--- config.mk ---
export PLATFORM = sky130hd
export DESIGN_NAME = ex_operand_stage
export DESIGN_NICKNAME = d
export VERILOG_FILES = /design/src/rtl/ex_operand_stage_pkg.sv /design/src/rtl/ex_operand_stage_fwd_mux.sv /design/src/rtl/ex_operand_stage.sv
export SDC_FILE = /design/constraint.sdc
export NUM_CORES = 1
export LEC_CHECK = 0
export ABC_AREA = 1
export CORE_ASPECT_RATIO = 0.7
export CORE_UTILIZATION = 49
export DETAILED_ROUTE_END_ITERATION = 16
export MAX_ROUTING_LAYER = met4
export PLACE_DENSITY = 0.95
export SLEW_MARGIN = 20
export SYNTH_ARGS = -nofsm -noshare
export SYNTH_HDL_FRONTEND = slang
export SYNTH_HIERARCHICAL = 1
export SYNTH_SLANG_ARGS = --single-unit
export TNS_END_PERCENT = 5
--- constraint.sdc ---
create_clock -name clk -period 4.15 [get_ports clk]
set_input_delay 0.83 -clock clk [delete_from_list [all_inputs] [get_ports clk]]
set_output_delay 0.83 -clock clk [all_outputs]
set_load 0.05 [all_outputs]
--- src/rtl/ex_operand_stage_pkg.sv ---
// Shared ALU header: opcode encodings, flag bit positions and datapath defaults.
// Also holds the load-time carry conversion used by the ID/EX register.
package ex_operand_stage_pkg;

    localparam int DW_DEF = 16;
    localparam int RW_DEF = 3;

    localparam logic [3:0] A_AND    = 4'd0;
    localparam logic [3:0] A_OR     = 4'd1;
    localparam logic [3:0] A_XOR    = 4'd2;
    localparam logic [3:0] A_NOT    = 4'd3;
    localparam logic [3:0] A_ADD    = 4'd4;
    localparam logic [3:0] A_SUB    = 4'd5;
    localparam logic [3:0] A_SLL    = 4'd6;
    localparam logic [3:0] A_SRL    = 4'd7;
    localparam logic [3:0] A_SRA    = 4'd8;
    localparam logic [3:0] A_ADDPLS = 4'd9;
    localparam logic [3:0] A_SUBMNS = 4'd10;

    localparam int CF = 0;
    localparam int ZF = 1;
    localparam int NF = 2;

    // ADDC/SUBC with carry set become the +1 / -1 ALU variants; everything else passes.
    function automatic logic [3:0] carry_convert(input logic [3:0] op,
                                                 input logic       carry_use,
                                                 input logic       cf);
        logic [3:0] res;
        res = op;
        if (carry_use && cf) begin
            if (op == A_ADD)
                res = A_ADDPLS;
            else if (op == A_SUB)
                res = A_SUBMNS;
        end
        return res;
    endfunction

endpackage

--- src/rtl/ex_operand_stage_fwd_mux.sv ---
// Two-level priority forwarding mux: EX/MEM beats MEM/WB beats register-file data.
// Register 0 is forwarded like any other register.
module fwd_mux
    import ex_operand_stage_pkg::*;
#(
    parameter int DW = DW_DEF,
    parameter int RW = RW_DEF
) (
    input  logic [RW-1:0] rs_addr,
    input  logic [DW-1:0] rf_data,
    input  logic          exmem_reg_we,
    input  logic [RW-1:0] exmem_rd_addr,
    input  logic [DW-1:0] exmem_result,
    input  logic          memwb_reg_we,
    input  logic [RW-1:0] memwb_rd_addr,
    input  logic [DW-1:0] memwb_result,
    output logic [DW-1:0] operand
);

    always_comb begin
        operand = rf_data;
        if (exmem_reg_we && (exmem_rd_addr == rs_addr))
            operand = exmem_result;
        else if (memwb_reg_we && (memwb_rd_addr == rs_addr))
            operand = memwb_result;
    end

endmodule

--- src/rtl/ex_operand_stage.sv ---
// ID/EX pipeline register with forwarding, immediate select, carry conversion
// and the architectural {NF,ZF,CF} flag register.
module ex_operand_stage
    import ex_operand_stage_pkg::*;
#(
    parameter int DW = DW_DEF,
    parameter int RW = RW_DEF
) (
    input  logic          clk,
    input  logic          rst,
    input  logic          stall,
    input  logic          flush,
    input  logic          id_valid,
    input  logic [3:0]    id_alu_op,
    input  logic [RW-1:0] id_rs1_addr,
    input  logic [RW-1:0] id_rs2_addr,
    input  logic [DW-1:0] id_rs1_data,
    input  logic [DW-1:0] id_rs2_data,
    input  logic [DW-1:0] id_imm,
    input  logic          id_use_imm,
    input  logic          id_carry_use,
    input  logic [RW-1:0] id_rd_addr,
    input  logic          id_reg_we,
    input  logic          id_flag_we,
    input  logic          exmem_reg_we,
    input  logic [RW-1:0] exmem_rd_addr,
    input  logic [DW-1:0] exmem_result,
    input  logic          memwb_reg_we,
    input  logic [RW-1:0] memwb_rd_addr,
    input  logic [DW-1:0] memwb_result,
    input  logic [2:0]    alu_flags,
    output logic          ex_valid,
    output logic [3:0]    ex_alu_op,
    output logic [DW-1:0] ex_operandA,
    output logic [DW-1:0] ex_operandB,
    output logic [RW-1:0] ex_rd_addr,
    output logic          ex_reg_we,
    output logic          ex_flag_we,
    output logic [2:0]    flags_q
);

    logic          vld_p1;
    logic [3:0]    alu_op_p1;
    logic [RW-1:0] rs1_addr_p1;
    logic [RW-1:0] rs2_addr_p1;
    logic [DW-1:0] rs1_data_p1;
    logic [DW-1:0] rs2_data_p1;
    logic [DW-1:0] imm_p1;
    logic          use_imm_p1;
    logic [RW-1:0] rd_addr_p1;
    logic          reg_we_p1;
    logic          flag_we_p1;

    logic          flag_upd;
    logic          cf_eff;
    logic [DW-1:0] fwd_a;
    logic [DW-1:0] fwd_b;

    // The instruction leaving EX on this edge may itself set CF, so bypass it.
    assign flag_upd = vld_p1 & flag_we_p1;
    assign cf_eff   = flag_upd ? alu_flags[CF] : flags_q[CF];

    // ---- ID -> EX boundary ----
    always_ff @(posedge clk or posedge rst) begin
        if (rst) begin
            vld_p1      <= 1'b0;
            alu_op_p1   <= '0;
            rs1_addr_p1 <= '0;
            rs2_addr_p1 <= '0;
            rs1_data_p1 <= '0;
            rs2_data_p1 <= '0;
            imm_p1      <= '0;
            use_imm_p1  <= 1'b0;
            rd_addr_p1  <= '0;
            reg_we_p1   <= 1'b0;
            flag_we_p1  <= 1'b0;
        end else if (flush) begin
            vld_p1      <= 1'b0;
            alu_op_p1   <= '0;
            rs1_addr_p1 <= '0;
            rs2_addr_p1 <= '0;
            rs1_data_p1 <= '0;
            rs2_data_p1 <= '0;
            imm_p1      <= '0;
            use_imm_p1  <= 1'b0;
            rd_addr_p1  <= '0;
            reg_we_p1   <= 1'b0;
            flag_we_p1  <= 1'b0;
        end else if (!stall) begin
            vld_p1      <= id_valid;
            alu_op_p1   <= carry_convert(id_alu_op, id_carry_use, cf_eff);
            rs1_addr_p1 <= id_rs1_addr;
            rs2_addr_p1 <= id_rs2_addr;
            rs1_data_p1 <= id_rs1_data;
            rs2_data_p1 <= id_rs2_data;
            imm_p1      <= id_imm;
            use_imm_p1  <= id_use_imm;
            rd_addr_p1  <= id_rd_addr;
            reg_we_p1   <= id_reg_we;
            flag_we_p1  <= id_flag_we;
        end
    end

    // A stalled or flushed EX instruction must not commit its flags.
    always_ff @(posedge clk or posedge rst) begin
        if (rst)
            flags_q <= 3'b000;
        else if (flag_upd && !stall && !flush)
            flags_q <= alu_flags;
    end

    // ---- EX stage (combinational) ----
    fwd_mux #(.DW(DW), .RW(RW)) u_fwd_a (
        .rs_addr       (rs1_addr_p1),
        .rf_data       (rs1_data_p1),
        .exmem_reg_we  (exmem_reg_we),
        .exmem_rd_addr (exmem_rd_addr),
        .exmem_result  (exmem_result),
        .memwb_reg_we  (memwb_reg_we),
        .memwb_rd_addr (memwb_rd_addr),
        .memwb_result  (memwb_result),
        .operand       (fwd_a)
    );

    fwd_mux #(.DW(DW), .RW(RW)) u_fwd_b (
        .rs_addr       (rs2_addr_p1),
        .rf_data       (rs2_data_p1),
        .exmem_reg_we  (exmem_reg_we),
        .exmem_rd_addr (exmem_rd_addr),
        .exmem_result  (exmem_result),
        .memwb_reg_we  (memwb_reg_we),
        .memwb_rd_addr (memwb_rd_addr),
        .memwb_result  (memwb_result),
        .operand       (fwd_b)
    );

    assign ex_valid    = vld_p1;
    assign ex_alu_op   = alu_op_p1;
    assign ex_operandA = fwd_a;
    assign ex_operandB = use_imm_p1 ? imm_p1 : fwd_b;
    assign ex_rd_addr  = rd_addr_p1;
    assign ex_reg_we   = vld_p1 & reg_we_p1;
    assign ex_flag_we  = vld_p1 & flag_we_p1;

endmodule
==> results.toml <==
[synthesis]
yosysTopAreaCell = "dfrtp_1"
synth_top_family_by_area = "simple AND/OR/NAND/NOR gates"
synth-edff-count = 0
syn_inst = 540
post_synth_xor_area_fraction = 0.00414
synth_area_per_cell_um2 = 7.83
yosysMostFrequentCell = "nand2_1"
synth-compound-area-share = 0.133
synth_top_area_frac = 0.402
ys_ff_latch = 68
yosysSeqAreaShare = 0.402
synth_warnings = 6
synthAdderAreaFrac = 0
netlist_area_um2 = 4230
ys.flop_type = "dfrtp_1"
yosysUniqueCellTypes = 25
yosys-top-cells-count = "nand2_1 (142), nand3_1 (103), inv_1 (81)"
synth-simple-area-share = 0.314
synthMuxAreaShare = 0.0106
syn_nets = 653
synth_area_leaders = "dfrtp_1 (40%), nand2_1 (13%), a22o_1 (12%), nand3_1 (12%), inv_1 (7.2%)"
async_flop_share = 1.00

[clock_tree]
cts_inserted_buffers = 9
cts-root-buf = "clkbuf_16"
tritoncts = "built"
worstSkewPairLatency_ps = 340
htree_levels = 3
cts_sinks = 68
holdBufCountCts = 0
cts_setup_buffers = 0
cts_max_path_buffers = 2
path_clk_slew_ps = 60
cts.repair.resized = 0

[power_and_ir_drop]
powerDensity_nw_per_um2 = 352
p_sw_frac = 0.346
power.share.clock = 0.345
p_int_mw = 1.37
p_leak_nw = 3.12
power_switching_uw = 724
combPwrFrac = 0.304
vdd_ir_drop_max_uv = 257
p_seq_frac = 0.350

[sta]
setup_tns_ps = 0
finalHoldViolCount = 0
report.final.setup_viol = 0
slew_violations = 0
slew_headroom = 0.419
fin_crit_ps = 3600
hold_slack_ps = 502
rsz0062_at_grt = "no"
max_freq_mhz = 278
tightest_slew_ps = 871
post-route-period-util = 0.866
fin_skew_ps = 2.29

[setup_path]
slowest_delay_ps = 490
worstPathArrival_ps = 2770
slowest_stage = "and2_1"
path_max_fanout = 16
crit_family = "simple AND/OR/NAND/NOR gates"
critPathMostFrequentCell = "nand2_1"
crit_buf_inv = 2
crit_chain = "clkdlybuf4s50_1, xnor2_1, and2_1, nand3_1, nand2_1, nand2_1, o21ai_0, buf_12"
crit_type = "in2out"
cp.required_ps = 3320
r2r_slack_ps = 2370
cp-end-kind = "output port"
start_kind = "input pin"

[floorplan]
start_util = 0.522
die_h_um = 79.7
rows = 27
die_x_um = 113
die_area_um2 = 9020
fp.coreArea_um2 = 8110
ioPinCount = 158

[route]
detail-route-antenna-nets = 0
wirelength_um = 13900
drt-vias-per-instance = 5.59
drc_errors = 0
dr_total_vias = 4405
firstDrtPassIters = 5
drt-initial-drc-count = 404
wl_per_cell_um = 17.7

[grt]
grt_overflow = 0
grt_pass1_wl_um = 22100
grt_use_total = 0.330
antenna_found_initial = 0
grt_start_max_net_pins = 69
grt_pass1_vias = 4217

[final_layout]
drive_gt1_frac = 0.130
diodes = 0
area_growth_pct = 40.6
multi_input_area_um2 = 1960
finish.net_count = 795
fill_cells = 630
register_area_um2 = 1700

[status]
status = "finished, final reports clean"

[placement]
io_buffer_count = 157
place_congestion = 1.00
dp_hpwl_um = 10200

[hold_path]
hold_path.class = "reg2reg"

[job]
drv_cap = 0
final cells by class:
| type | count | share of cell area |
|---|---|---|
| Timing Repair Buffer | 161 | 0.260 |
| Sequential cell | 68 | 0.286 |
| Clock inverter | 5 | 0.00631 |
| Multi-Input combinational cell | 353 | 0.330 |
| Inverter | 89 | 0.0562 |
| Clock buffer | 11 | 0.0408 |
| Tap cell | 101 | 0.0212 |
routing by layer:
| layer | GRT usage | share of wire |
|---|---|---|
| met3 | 0.0850 | 0.093 |
| met4 | 0.0763 | 0.014 |
| met2 | 0.487 | 0.44 |
| met1 | 0.456 | 0.45 |
| met5 | - | 0 |
sequential cells by signal (all words and copies together) (netlist names), 3 cells and up:
signal and flops:
imm_p1 16, rs1_data_p1 16, rs2_data_p1 16, ex_alu_op 4, ex_rd_addr 3, flags_q 3
rs1_addr_p1 3, rs2_addr_p1 3
worst paths after layout:
kind,startpoint,end,depth (start not counted)
max,exmem_rd_addr[2],ex_operandB[15],8
min,imm_p1[6],imm_p1[6],1
max reg2reg,use_imm_p1,use_imm_p1,2
min reg2reg,imm_p1[6],imm_p1[6],1
max in group asynchronous,rst,rs2_addr_p1[0],3
min in group asynchronous,rst,ex_rd_addr[2],3
power groups by stage:
| stage | sequential (mW) | combinational (mW) | clock [mW] |
|---|---|---|---|
| after floorplan | 0.763 | 0.367 | 0 |
| after global placement | 0.742 | 0.621 | 0 |
| after detailed placement | 0.744 | 0.630 | 0 |
| after CTS | 0.733 | 0.635 | 0.730 |
| after global routing | 0.739 | 0.678 | 0.758 |
| final | 0.734 | 0.638 | 0.724 |
per-stage QoR:
step                instances  utilization  power [mW]  cell area [µm²]  setup slack, ps
floorplan                 540            -        1.13             4230             1360
global placement          772        0.699        1.36             5670              690
detailed placement        772        0.699        1.37             5670              614
CTS                       788        0.734        2.10             5950              590
global route              788        0.734        2.17             5950              384
finish                    788        0.734        2.10             5950              555
worst reg2reg max path, delay by kind of cell (launching register included):
kind            cells  cell delay, ps
flops               1             660
buf+inv             1             590
compound gates      1             410
layout by cell type (no fill, tap or decap), drive strengths merged:
cell and n:
nand2 155, nor2 19, clkinvlp 2, dfrtp 68, o21ai 7, clkinv 4, mux2 3, and2 2
a21oi 1, buf 36, xnor2 2, clkbuf 11, a22o 59, inv 88, nand3 105, clkdlybuf4s50 125
cells by family (layout without fill, tap and decap cells):
kind of cell	after synthesis	in the layout
compound gates	67	67
mux	3	3
xor+xnor	2	2
flops	68	68
buf+inv	119	266
simple gates	281	281
(Power assumes the default switching activity.)
